--- src/rtl/mux2to1_arbiter.sv ---
// Round-robin arbiter for two requesters sharing one output channel through a 2-to-1 mux.
// Grants are held for at most MAX_BURST beats, and handoffs between requesters have no bubble.
module mux2to1_arbiter #(
   parameter int unsigned WIDTH     = 8,
   parameter int unsigned MAX_BURST = 4
) (
   input  logic             clk,
   input  logic             reset,
   input  logic             in0_valid,
   input  logic [WIDTH-1:0] in0_data,
   output logic             in0_ready,
   input  logic             in1_valid,
   input  logic [WIDTH-1:0] in1_data,
   output logic             in1_ready,
   output logic             out_valid,
   output logic [WIDTH-1:0] out_data,
   input  logic             out_ready,
   output logic             sel,
   output logic             busy
);

   typedef enum logic [1:0] {StIdle, StGrant0, StGrant1} state_e;

   localparam logic [3:0] CntLast = 4'(MAX_BURST - 1);

   state_e     state_q;
   logic       sel_q;
   logic       last_q;
   logic [3:0] cnt_q;

   logic own_idx;
   logic own_v;
   logic oth_v;
   logic xfer;
   logic exhaust;
   logic idle_pick;

   assign own_idx = (state_q == StGrant1);
   assign own_v   = own_idx ? in1_valid : in0_valid;
   assign oth_v   = own_idx ? in0_valid : in1_valid;
   assign xfer    = (state_q != StIdle) & own_v & out_ready;
   assign exhaust = xfer & (cnt_q == CntLast);

   // On a tie, the requester that was not granted last wins.
   assign idle_pick = (in0_valid & in1_valid) ? ~last_q : in1_valid;

   always_ff @(posedge clk or posedge reset) begin
      if (reset) begin
         state_q <= StIdle;
         sel_q   <= 1'b0;
         last_q  <= 1'b1;
         cnt_q   <= 4'd0;
      end else begin
         unique case (state_q)
            StIdle: begin
               if (in0_valid | in1_valid) begin
                  state_q <= idle_pick ? StGrant1 : StGrant0;
                  sel_q   <= idle_pick;
                  last_q  <= idle_pick;
                  cnt_q   <= 4'd0;
               end
            end
            StGrant0, StGrant1: begin
               if (!own_v || exhaust) begin
                  if (oth_v) begin
                     state_q <= own_idx ? StGrant0 : StGrant1;
                     sel_q   <= ~own_idx;
                     last_q  <= ~own_idx;
                     cnt_q   <= 4'd0;
                  end else if (exhaust) begin
                     cnt_q <= 4'd0;
                  end else begin
                     state_q <= StIdle;
                  end
               end else if (xfer) begin
                  cnt_q <= cnt_q + 4'd1;
               end
            end
            default: begin
               state_q <= StIdle;
            end
         endcase
      end
   end

   assign in0_ready = (state_q == StGrant0) & out_ready;
   assign in1_ready = (state_q == StGrant1) & out_ready;
   assign out_valid = (state_q == StGrant0) ? in0_valid :
                      (state_q == StGrant1) ? in1_valid : 1'b0;
   assign out_data  = sel_q ? in1_data : in0_data;
   assign sel       = sel_q;
   assign busy      = (state_q != StIdle);

endmodule

--- config.mk ---
export PLATFORM = sky130hd
export DESIGN_NAME = mux2to1_arbiter
export DESIGN_NICKNAME = d
export VERILOG_FILES = /design/src/rtl/mux2to1_arbiter.sv
export SDC_FILE = /design/constraint.sdc
export NUM_CORES = 1
export LEC_CHECK = 0
export CAP_MARGIN = 40
export CORE_MARGIN = 10
export CORE_UTILIZATION = 44
export DETAILED_ROUTE_END_ITERATION = 16
export PLACE_DENSITY = 0.84
export SYNTH_ARGS = -nofsm -noshare
export SYNTH_HDL_FRONTEND = slang
export SYNTH_SLANG_ARGS = --single-unit
--- constraint.sdc ---
create_clock -name clk -period 4.7 [get_ports clk]
set_input_delay 1.41 -clock clk [delete_from_list [all_inputs] [get_ports clk]]
set_output_delay 1.41 -clock clk [all_outputs]
set_load 0.02 [all_outputs]
# [Word level (Yosys, flattened, before mapping)]
# Cells that the tools add are included.
[word_totals] reg_bits=8 latch_bits=0 mem_bits_rw=0 rom_bits=0 in_bits=21 output_inout_bits=13 mem_count=0
[op_classes] addsub=1 n_mul=0 n_div=0 magnitude_cmp=0 n_eq_ne=9 shift=0 mux=23 n_bitwise=9 n_reduce_logical=9
[ops] op="4-bit 2-to-1 mux" count=5
[ops] op="2-bit 2-to-1 mux" count=6
[ops] op="1-bit 2-to-1 mux" count=8
[ops] op="8-bit 2-to-1 mux" count=1
[ops] op="4-bit case mux with 2 select lines" count=1
[ops] op="4-bit AND reduction" count=2
[ops] op="1-bit AND" count=6
[ops] op="2-bit inequality test (second input constant)" count=3
[ops] op="3-bit inequality test (second input constant)" count=2
[ops] op="4-bit by 1-bit adder with 4-bit output (second input constant)" count=1
[ops] op="4-bit by 2-bit equality test with 1-bit output (second input constant)" count=1
[ops] op="4-bit inequality test (second input constant)" count=1
[ops] op="2-bit case mux with 2 select lines" count=1
[ops] op="2-bit nonzero test" count=2
[ops] op="3-bit AND reduction" count=1
[ops] op="2-bit by 1-bit equality test with 1-bit output (second input constant)" count=1
[ops] op="2-bit equality test (second input constant)" count=1
[ops] op="2-bit logical NOT" count=1
[ops] op="1-bit NOT" count=2
[ops] op="1-bit case mux with 2 select lines" count=1
[ops] op="2-bit OR reduction" count=1
[ops] op="1-bit logical NOT" count=1
[ops] op="1-bit logical OR" count=1
[ops] op="1-bit OR" count=1

# [Longest topological paths before layout]
[depth] depth_word=9 depth_mapped=7 depth_no_buf=6

# [Worst setup path after synthesis]
# No wires, ideal clock.
[synth_timing] kind="in2out" from="input port in1_valid" to="output port out_valid" t_arrival_ps=2094 slack_ps=1196 path_stages=3 path_cell_list="buf_2 -> nand2_1 -> o21ai_0"
[synth_via] elab_chain_cells=2
[synth_lines] item="start: declaration" line_no="12" rtl="input logic in1_valid,"
[synth_lines] item="1-bit 2-to-1 mux" line_no="89" rtl="(state_q == StGrant1) ? in1_valid : 1'b0;"
[synth_lines] item="1-bit 2-to-1 mux" line_no="88" rtl="assign out_valid = (state_q == StGrant0) ? in0_valid :"
[synth_lines] item="end: declaration" line_no="15" rtl="output logic out_valid,"
# No other way between the ends.

# [Worst setup path in the final report]
[layout_timing] from="input port out_ready" to="output port in1_ready"
[layout_via] elab_chain_cells=1
[layout_lines] item="start: declaration" line_no="17" rtl="input logic out_ready,"
[layout_lines] item="1-bit AND" line_no="87" rtl="assign in1_ready = (state_q == StGrant1) & out_ready;"
[layout_lines] item="end: declaration" line_no="14" rtl="output logic in1_ready,"
# No other way between the ends.

==> results.md <==
- Final WL: between 2000 and 2500 microns
- Initial antenna violation count: 0
- Worst-path maximum fanout: 4
- Clock Skews: 1.31 ps
- # fillers: 121
- IR drop worst, VDD: 345 uV
- Post-DRT Antenna Nets: 0
- Share of the yosys chip area belonging to registers: 26.4%
- Min Clock Period, post-route: ~4100 ps
- Final hold viol count: 0
- Worst min-delay path class: reg2reg
- Clock Latency Late Sink: roughly 250 ps
- Leakage: 0.000477 uW
- Clk Tree Root Cell: clkbuf_4
- RePlAce Congestion: approximately 0.81
- Detailed Place HPWL: between 1500 and 2000 microns
- First-pass GRT wire length: 3520 microns
- CTS sink cnt: 8
- Crit. End Element: primary output
- Kind of start point of the critical path: input port
- RSZ-0062 raised after global routing: false
- # diodes: 0
- Gr ovfl total: 0
- Vias per inst: roughly 5.7
- Chip width: between 60 and 70 microns
- Pwr Density: roughly 530 nW/um^2
- Pins Over Slew Limit: 0
- Prevailing post-synth register cell: dfrtp_1
- Largest area contributor in the netlist: dfrtp_1
- Slew @ Worst Pin: between 400 and 500 ps
- Final nets: approximately 150
- Post-synth ARST share: 100%
- Cell Rows: 14
- Vias in the first global route: ~740
- Achievable Freq: 242 MHz
- Die Height: around 62 microns
- Initial Util: 48.4%
- Final setup violation count: 0
- Synth area leaders: dfrtp_1 23%, mux2_2 18%, ha_1 8.2%
- Die ar.: around 3800 sq um
- Ys Warns: 0
- Crit Path Class: in2out
- FF/Latch Area: just over 200 sq um
- Distinct cell type count of the synthesized netlist: 31
- Pin count of the biggest net entering global routing: 16
- Ports: 34
- CTS tree: yes
- Max-Cap Viols: 0
- Synth top area share: between 20% and 30%
- Synthesis-to-layout area growth: 49.0%
- Count leader, synth: mux2_2
- DRC: 0
- Vias: between 700 and 800
- Post-Syn Instances: 84
- Number of H-tree levels: 1
- Fin Hold WS: approximately 550 ps
- Cell Area, Synth: roughly 760 sq um
- CTS clk-pin slew, worst paths: about 60 ps
- CTS Buf Count: 3
- Number of synthesized flops with an enable pin: 0
- Synthesized flop and latch total: 8
- CTS Buffer Depth: 2
- Multi-input gate area: just over 500 sq um
- Postcts setup bufs: 0
- Core ar.: about 1600 sq um
- Synth Area per Inst: just over 9 sq um
- Slew HR: between 60% and 70%
- Total GRT Usage: ~12%
- Post-DR wirelength/cell: between 15 and 20 microns
- Layout cells sized above 1: 16.8%
- Crit path DAT: around 2700 ps
- Post-cts hold buffer count: 0
- # port buffers: 33
- Crit path required time: between 3000 and 4000 ps
- Status: finished, final reports clean
- Initial DRC Count: 17
- Post-synth top cells: 12 x mux2_2, 7 x dfrtp_1, 7 x inv_1, 7 x nand2_1, 6 x o211ai_1
- Post-Route Setup TNS: 0 ps
- CTS resizes: 0
- Syn Nets: 110
- Drt first pass iters: 4
- Period utilization: 87.8%
==> routing by layer <==
metal | part of all wire (%) | vias up | wire (microns) | global-route usage (%)
li1 | - | 380 | - | -
met1 | 38 | 372 | 908 | 13.4
met2 | 57 | 15 | 1360 | 22.7
met3 | 4.3 | 2 | 102 | 3.91
met4 | 0.34 | 0 | 8 | 1.91
met5 | 0 | - | 0 | 0
==> flip-flops by register name, summed over array words and instances, names as in the netlist <==
name and count:
cnt_q 4, last_q 1, sel 1, state_q 2
==> area by class of cell <==
type	instances	area share (%)
sequential	8	17.7
inverter	7	2.31
timing repair buffer	35	30.4
clock buffer	4	2.31
tap	16	1.76
multi-input combinational	65	45.5
==> stage by stage <==
stage	total power, uW	cell area (sq um)	setup slack, ps	std cells	util (%)
6_report	602	1140	571	135	72.1
5_1_grt	644	1140	518	135	72.1
4_1_cts	606	1140	565	135	72.1
3_5_place_dp	545	1110	577	131	70.5
3_3_place_gp	530	1110	585	131	70.5
2_1_floorplan	407	763	1200	84	-
==> logic make-up (layout without fill, tap and decap cells) <==
family	count (synthesis)	in the layout	share of synthesized area, %
AOI/OAI and AO/OA	18	18	18.7
adders and majority gates	5	5	8.20
buffers and inverters	11	46	5.74
DFF	8	8	26.4
muxes	13	13	19.0
and+or+nand+nor	29	29	22.0
==> cells in the final DEF (no fill, tap or decap), types with 3 or more instances in the layout <==
master and n:
ha_1 5, mux2_2 12, dfrtp_1 7, o211ai_1 6, clkdlybuf4s50_1 33, clkbuf_4 3, nand3_1 3, inv_1 7
nor2_1 4, nand2_1 7
==> final timing paths <==
check                           start         to  slack, ps  depth (start not counted)
min                          cnt_q[1]   cnt_q[1]        550                          1
min reg2reg                  cnt_q[1]   cnt_q[1]        550                          1
max in group asynchronous       reset     last_q       3010                          2
max reg2reg                state_q[0]   cnt_q[1]       2570                          6
min in group asynchronous       reset   cnt_q[3]       1400                          2
max                         out_ready  in1_ready        570                          4
==> worst max-delay path, stage by stage <==
cell and delay, ps:
clkdlybuf4s50_1 550, inv_1 80, nor2_1 80, clkdlybuf4s50_1 600
==> power breakdown <==
| part | internal, uW | switching, uW |
|---|---|---|
| Combinational | 212 | 210 |
| Clock | 32.6 | 25.1 |
| Sequential | 93.5 | 29.0 |
Power figures use the tool's default switching activity.
